===== config.mk =====
export PLATFORM = sky130hd
export DESIGN_NAME = reorder_buffer
export DESIGN_NICKNAME = d
export VERILOG_FILES = /design/src/rtl/core_pkg.sv /design/src/rtl/reorder_buffer.sv
export SDC_FILE = /design/constraint.sdc
export NUM_CORES = 2
export LEC_CHECK = 0
export BUFFER_PORTS_ARGS = -buffer_cell sky130_fd_sc_hd__buf_2
export CAP_MARGIN = 10
export CORE_ASPECT_RATIO = 1.5
export CORE_MARGIN = 3
export CORE_UTILIZATION = 40
export DETAILED_ROUTE_END_ITERATION = 10
export MAX_ROUTING_LAYER = met4
export SLEW_MARGIN = 20
export SYNTH_ARGS = -nofsm -noshare
export SYNTH_HDL_FRONTEND = slang
export SYNTH_SLANG_ARGS = --single-unit

===== constraint.sdc =====
create_clock -name clk -period 9.2 [get_ports clk]
set_input_delay 0.92 -clock clk [delete_from_list [all_inputs] [get_ports clk]]
set_output_delay 0.92 -clock clk [all_outputs]
set_load 0.05 [all_outputs]

===== src/rtl/core_pkg.sv =====
// Shared types and sizing for the out-of-order core's reorder buffer.
package core_pkg;

    localparam int ROB_ENTRIES = 16;
    localparam int TAG_W       = $clog2(ROB_ENTRIES);
    localparam int XLEN        = 32;

    typedef logic [TAG_W-1:0] rob_tag_t;

    // One in-flight instruction as tracked between dispatch and retirement.
    typedef struct packed {
        logic            busy;
        logic            done;
        logic            has_rd;
        logic [4:0]      rd;
        logic [XLEN-1:0] value;
        logic            mispredict;
        logic [XLEN-1:0] target;
        logic [XLEN-1:0] pc;
    } rob_entry_t;

endpackage


===== src/rtl/reorder_buffer.sv =====
// Circular reorder buffer: in-order allocate, out-of-order CDB completion,
// in-order single retirement per cycle, full flush on a mispredicting head.
module reorder_buffer
    import core_pkg::*;
(
    input  logic            clk,
    input  logic            reset,
    input  logic            alloc_valid,
    input  logic            alloc_has_rd,
    input  logic [4:0]      alloc_rd,
    input  logic [XLEN-1:0] alloc_pc,
    output logic            alloc_ready,
    output rob_tag_t        alloc_tag,
    input  logic            cdb_valid,
    input  rob_tag_t        cdb_tag,
    input  logic [XLEN-1:0] cdb_value,
    input  logic            cdb_mispredict,
    input  logic [XLEN-1:0] cdb_target,
    input  rob_tag_t        src_tag,
    output logic            src_done,
    output logic [XLEN-1:0] src_value,
    output logic            commit_valid,
    output logic            commit_we,
    output logic [4:0]      commit_rd,
    output logic [XLEN-1:0] commit_value,
    output logic            flush,
    output logic [XLEN-1:0] flush_pc,
    output logic            rob_empty
);

    localparam logic [TAG_W:0] ROB_FULL = (TAG_W + 1)'(ROB_ENTRIES);

    rob_entry_t     entries_q [ROB_ENTRIES];
    rob_entry_t     entries_d [ROB_ENTRIES];
    rob_tag_t       head_q;
    rob_tag_t       head_d;
    rob_tag_t       tail_q;
    rob_tag_t       tail_d;
    logic [TAG_W:0] count_q;
    logic [TAG_W:0] count_d;

    rob_entry_t     head_entry_s;
    logic           alloc_fire_s;
    logic           cdb_hit_s;

    // Status, allocation handshake and the retiring-head view.
    always_comb begin
        head_entry_s = entries_q[head_q];
        alloc_ready  = (count_q != ROB_FULL);
        alloc_tag    = tail_q;
        alloc_fire_s = alloc_valid && alloc_ready;
        rob_empty    = (count_q == {(TAG_W + 1){1'b0}});
        cdb_hit_s    = cdb_valid && entries_q[cdb_tag].busy;
        // A reset cycle never retires, even if the head happens to be done.
        commit_valid = !reset && head_entry_s.busy && head_entry_s.done;
        commit_we    = commit_valid && head_entry_s.has_rd && (head_entry_s.rd != 5'd0);
        commit_rd    = head_entry_s.rd;
        commit_value = head_entry_s.value;
        flush        = commit_valid && head_entry_s.mispredict;
        flush_pc     = head_entry_s.target;
    end

    // Operand lookup for rename, forwarding a same-cycle CDB result.
    always_comb begin
        if (cdb_hit_s && (cdb_tag == src_tag)) begin
            src_done  = 1'b1;
            src_value = cdb_value;
        end else begin
            src_done  = entries_q[src_tag].done;
            src_value = entries_q[src_tag].value;
        end
    end

    // Next-state for entries and pointers; a flush overrides all other updates.
    always_comb begin
        entries_d = entries_q;
        head_d    = head_q;
        tail_d    = tail_q;
        count_d   = count_q;
        if (flush) begin
            for (int i = 0; i < ROB_ENTRIES; i++) begin
                entries_d[i].busy = 1'b0;
            end
            head_d  = {TAG_W{1'b0}};
            tail_d  = {TAG_W{1'b0}};
            count_d = {(TAG_W + 1){1'b0}};
        end else begin
            if (cdb_hit_s) begin
                entries_d[cdb_tag].done       = 1'b1;
                entries_d[cdb_tag].value      = cdb_value;
                entries_d[cdb_tag].mispredict = cdb_mispredict;
                entries_d[cdb_tag].target     = cdb_target;
            end else begin
                entries_d[cdb_tag] = entries_q[cdb_tag];
            end
            if (alloc_fire_s) begin
                entries_d[tail_q].busy       = 1'b1;
                entries_d[tail_q].done       = 1'b0;
                entries_d[tail_q].has_rd     = alloc_has_rd;
                entries_d[tail_q].rd         = alloc_rd;
                entries_d[tail_q].value      = {XLEN{1'b0}};
                entries_d[tail_q].mispredict = 1'b0;
                entries_d[tail_q].target     = {XLEN{1'b0}};
                entries_d[tail_q].pc         = alloc_pc;
                tail_d                       = tail_q + 1'b1;
            end else begin
                tail_d = tail_q;
            end
            // Retire last so the head slot ends the cycle free.
            if (commit_valid) begin
                entries_d[head_q].busy = 1'b0;
                head_d                 = head_q + 1'b1;
            end else begin
                head_d = head_q;
            end
            count_d = count_q + (TAG_W + 1)'(alloc_fire_s) - (TAG_W + 1)'(commit_valid);
        end
    end

    // State registers with synchronous reset that discards every entry.
    always_ff @(posedge clk) begin
        if (reset) begin
            for (int i = 0; i < ROB_ENTRIES; i++) begin
                entries_q[i] <= {$bits(rob_entry_t){1'b0}};
            end
            head_q  <= {TAG_W{1'b0}};
            tail_q  <= {TAG_W{1'b0}};
            count_q <= {(TAG_W + 1){1'b0}};
        end else begin
            entries_q <= entries_d;
            head_q    <= head_d;
            tail_q    <= tail_d;
            count_q   <= count_d;
        end
    end

endmodule


==> impl_metrics.toml <==
[clocking]
hold_buffers = 0
cts_tree = "yes"
cts_setup_buffers = 0
cts_buffers = 116
ctsResizeCount = 0
h-tree-depth = 3
root_buffer = "clkbuf_16"
cts_buffer_depth = 3
clk_pin_slew_worst_paths_ns = 0.07
clock_sinks = 1181
clock_latency_ns = 0.76

[drt]
drt_wl_total_um = 243500
viasPerCell = 7.267
drt_iter0_markers = 6629
ant_nets = 0
vias = 49557
drt_pre_antenna_iters = 6
wl_per_cell_um = 35.71
drc_errors = 0

[floorplanning]
start_util_pct = 40.42
io_pins = 226
rows = 175
die_w_um = 326.2
die_area_mm2 = 0.1586
core_mm2 = 0.1522
dieHeight_um = 486.3

[power_and_ir_drop]
ir_worst_vdd_mv = 0.1522
finalPower_w = 0.01155
power_density_mw_per_mm2 = 170.8
leakage_nw = 23.15

[yosys]
synth_edf_count = 0
synth_nets = 4978
ys_warn_count = 0
synth-seq-cells = 1181
yosys-top-cells-area = "dfxtp_1, mux4_2, a22o_1"
synth_cell_type_count = 63
avgSynthCellArea_um2 = 12.69
yosys.area.top_type = "dfxtp_1"
synthCells = 4848
synth-async-reset-ratio_pct = 0
synth.cell_area_mm2 = 0.06152
ys_seq_area_share_pct = 38.43
synthFlopType = "dfxtp_1"
synth_top_area_share_pct = 38.43

[cells_and_area]
syn_to_final_growth_pct = 9.930
final_core_util_pct = 44.44
nFillCells = 13794
drive_gt1_share_pct = 30.94
stdcell_count = 6819
final_nets = 4805

[timing]
timing.setup.tns_ns = 0
timing.fmax_mhz = 151.5
setup_ws_ns = 2.601
fin_skew_ns = 0.02950
min_period_over_period_pct = 71.73
period_needed_ns = 6.599
finalHoldViolCount = 0
slew_violations = 0
finalSetupViolCount = 0
rsz0062_at_grt = "false"
max_slew.worst_pin.slew_ns = 1.255
relSlewSlack_pct = 16.33

[placement]
dp.cells = 6591
io_buffers = 193
place_hpwl_um = 130700
dp_slack_ns = 3.027
place_congestion = 0.8822

[min_path]
hold_depth = 2
worstHoldPathType = "reg -> reg"

[setup_path]
critPathArrivalTime_ns = 5.68
reg2regPathDepth = 9
crit_path_max_fanout = 47
worstSetupStartpointType = "flop"
required_ns = 8.28
worstSetupPathType = "reg -> out"
end_kind = "output pin"

[run]
cap_violations = 0

[global_routing]
track_usage_pct = 30.72
antenna_found_initial = 15
grt_overflow_total = 0
first_global_vias = 49025
grt_start_max_net_pins = 133
grt_pass1_wl_um = 348900

[status]
status = "finished clean"
==> per-stage QoR <==
stage          cell area [µm²]  hold WS, ns
2_1_floorplan            61520       0.4448
3_3_place_gp             63530       0.4643
3_5_place_dp             63560       0.4698
4_1_cts                  67550       0.4874
5_1_grt                  67600       0.5020
6_report                 67620       0.4867
==> path summary, 6_finish.rpt <==
check | start | to | slack, ns
max reg2reg | head_q[0] | entries_q[286] | 3.51
min | entries_q[1150] | entries_q[1150] | 0.49
max | head_q[0] | flush_pc[29] | 2.60
min reg2reg | entries_q[1150] | entries_q[1150] | 0.49
==> where the power goes <==
group	switching (W)	total, W	internal (W)	leakage (nW)
clock network	0.00220	0.00514	0.00293	1.94
logic	0.000898	0.00121	0.000317	11.7
registers	0.0000416	0.00520	0.00516	9.52
total	0.00314	0.0116	0.00841	23.2
==> routing by layer <==
| metal | track usage [%] | vias to the layer above | share of wire, % |
|---|---|---|---|
| met3 | 7.455 | 784 | 12 |
| met1 | 38.47 | 25509 | 36 |
| met4 | 15.27 | 0 | 5.7 |
| met5 | - | - | 0 |
| li1 | - | 19592 | - |
| met2 | 46.57 | 3672 | 46 |
==> registers in the layout (all words and copies together), names as in the netlist <==
register   cells
alloc_tag      4
head_q         4
entries_q   1168
count_q        5
==> cell usage in the layout, fill, tap and decap left out, types with 24 or more instances in the layout <==
cell type  count
a22oi_1      128
nand3_1       38
a22o_1       793
nand2_1      357
o21ai_0      120
o32ai_1      246
mux4_2       816
mux2_2        90
buf_2        187
nor2_1        78
mux2i_1       88
dfxtp_1     1177
clkbuf_16    119
buf_4        108
o31ai_1       24
==> cell type report <==
class                      instances  area, µm²  area share [%]
antenna                           20      50.05         0.07401
clock buffer                     153       3266           4.829
clock inverter                    54      723.2           1.069
inverter                          21      88.84          0.1314
multi-input combinational       3049      35340           52.26
sequential                      1181      23660           34.98
tap                             2035       2546           3.765
timing repair buffer             306       1954           2.890
==> kinds of logic (layout without fill, tap and decap cells) <==
| group | count (synthesis) | after routing | synth area share [%] |
|---|---|---|---|
| buffers and inverters | 618 | 534 | 4.700 |
| adder cells (fa/ha/maj) | 15 | 15 | 0.3173 |
| XOR/XNOR | 14 | 14 | 0.1993 |
| multiplexers | 1010 | 1010 | 33.25 |
| AO/OA/AOI/OAI | 1420 | 1420 | 19.01 |
| AND/OR/NAND/NOR | 590 | 590 | 4.098 |
| other | 0 | 20 | 0 |
| flip-flops | 1181 | 1181 | 38.43 |
==> worst max-delay path: stages (launching register included) <==
cell	delay, ns
dfxtp_4	0.83
buf_4	0.89
buf_4	0.87
buf_4	0.81
mux4_2	0.61
mux4_2	0.53
buf_2	0.24
==> Yosys cell counts, types with 11 or more instances <==
| master | number |
|---|---|
| o2bb2ai_1 | 15 |
| a311oi_1 | 15 |
| dfxtp_1 | 1181 |
| mux4_2 | 816 |
| nand3_1 | 41 |
| or3_1 | 14 |
| inv_1 | 18 |
| a22oi_1 | 128 |
| buf_1 | 59 |
| clkbuf_1 | 325 |
| nand2_1 | 360 |
| mux2_2 | 90 |
| a22o_1 | 793 |
| mux2i_1 | 88 |
| a21o_1 | 11 |
| nor2_1 | 90 |
| mux2_1 | 16 |
| buf_6 | 34 |
| buf_4 | 36 |
| nor3_1 | 16 |
| o21ai_0 | 120 |
| ha_1 | 14 |
| buf_2 | 143 |
| o31ai_1 | 28 |
| o32ai_1 | 246 |
| a21oi_1 | 20 |
| nor2b_1 | 21 |
(Power assumes the default switching activity.)
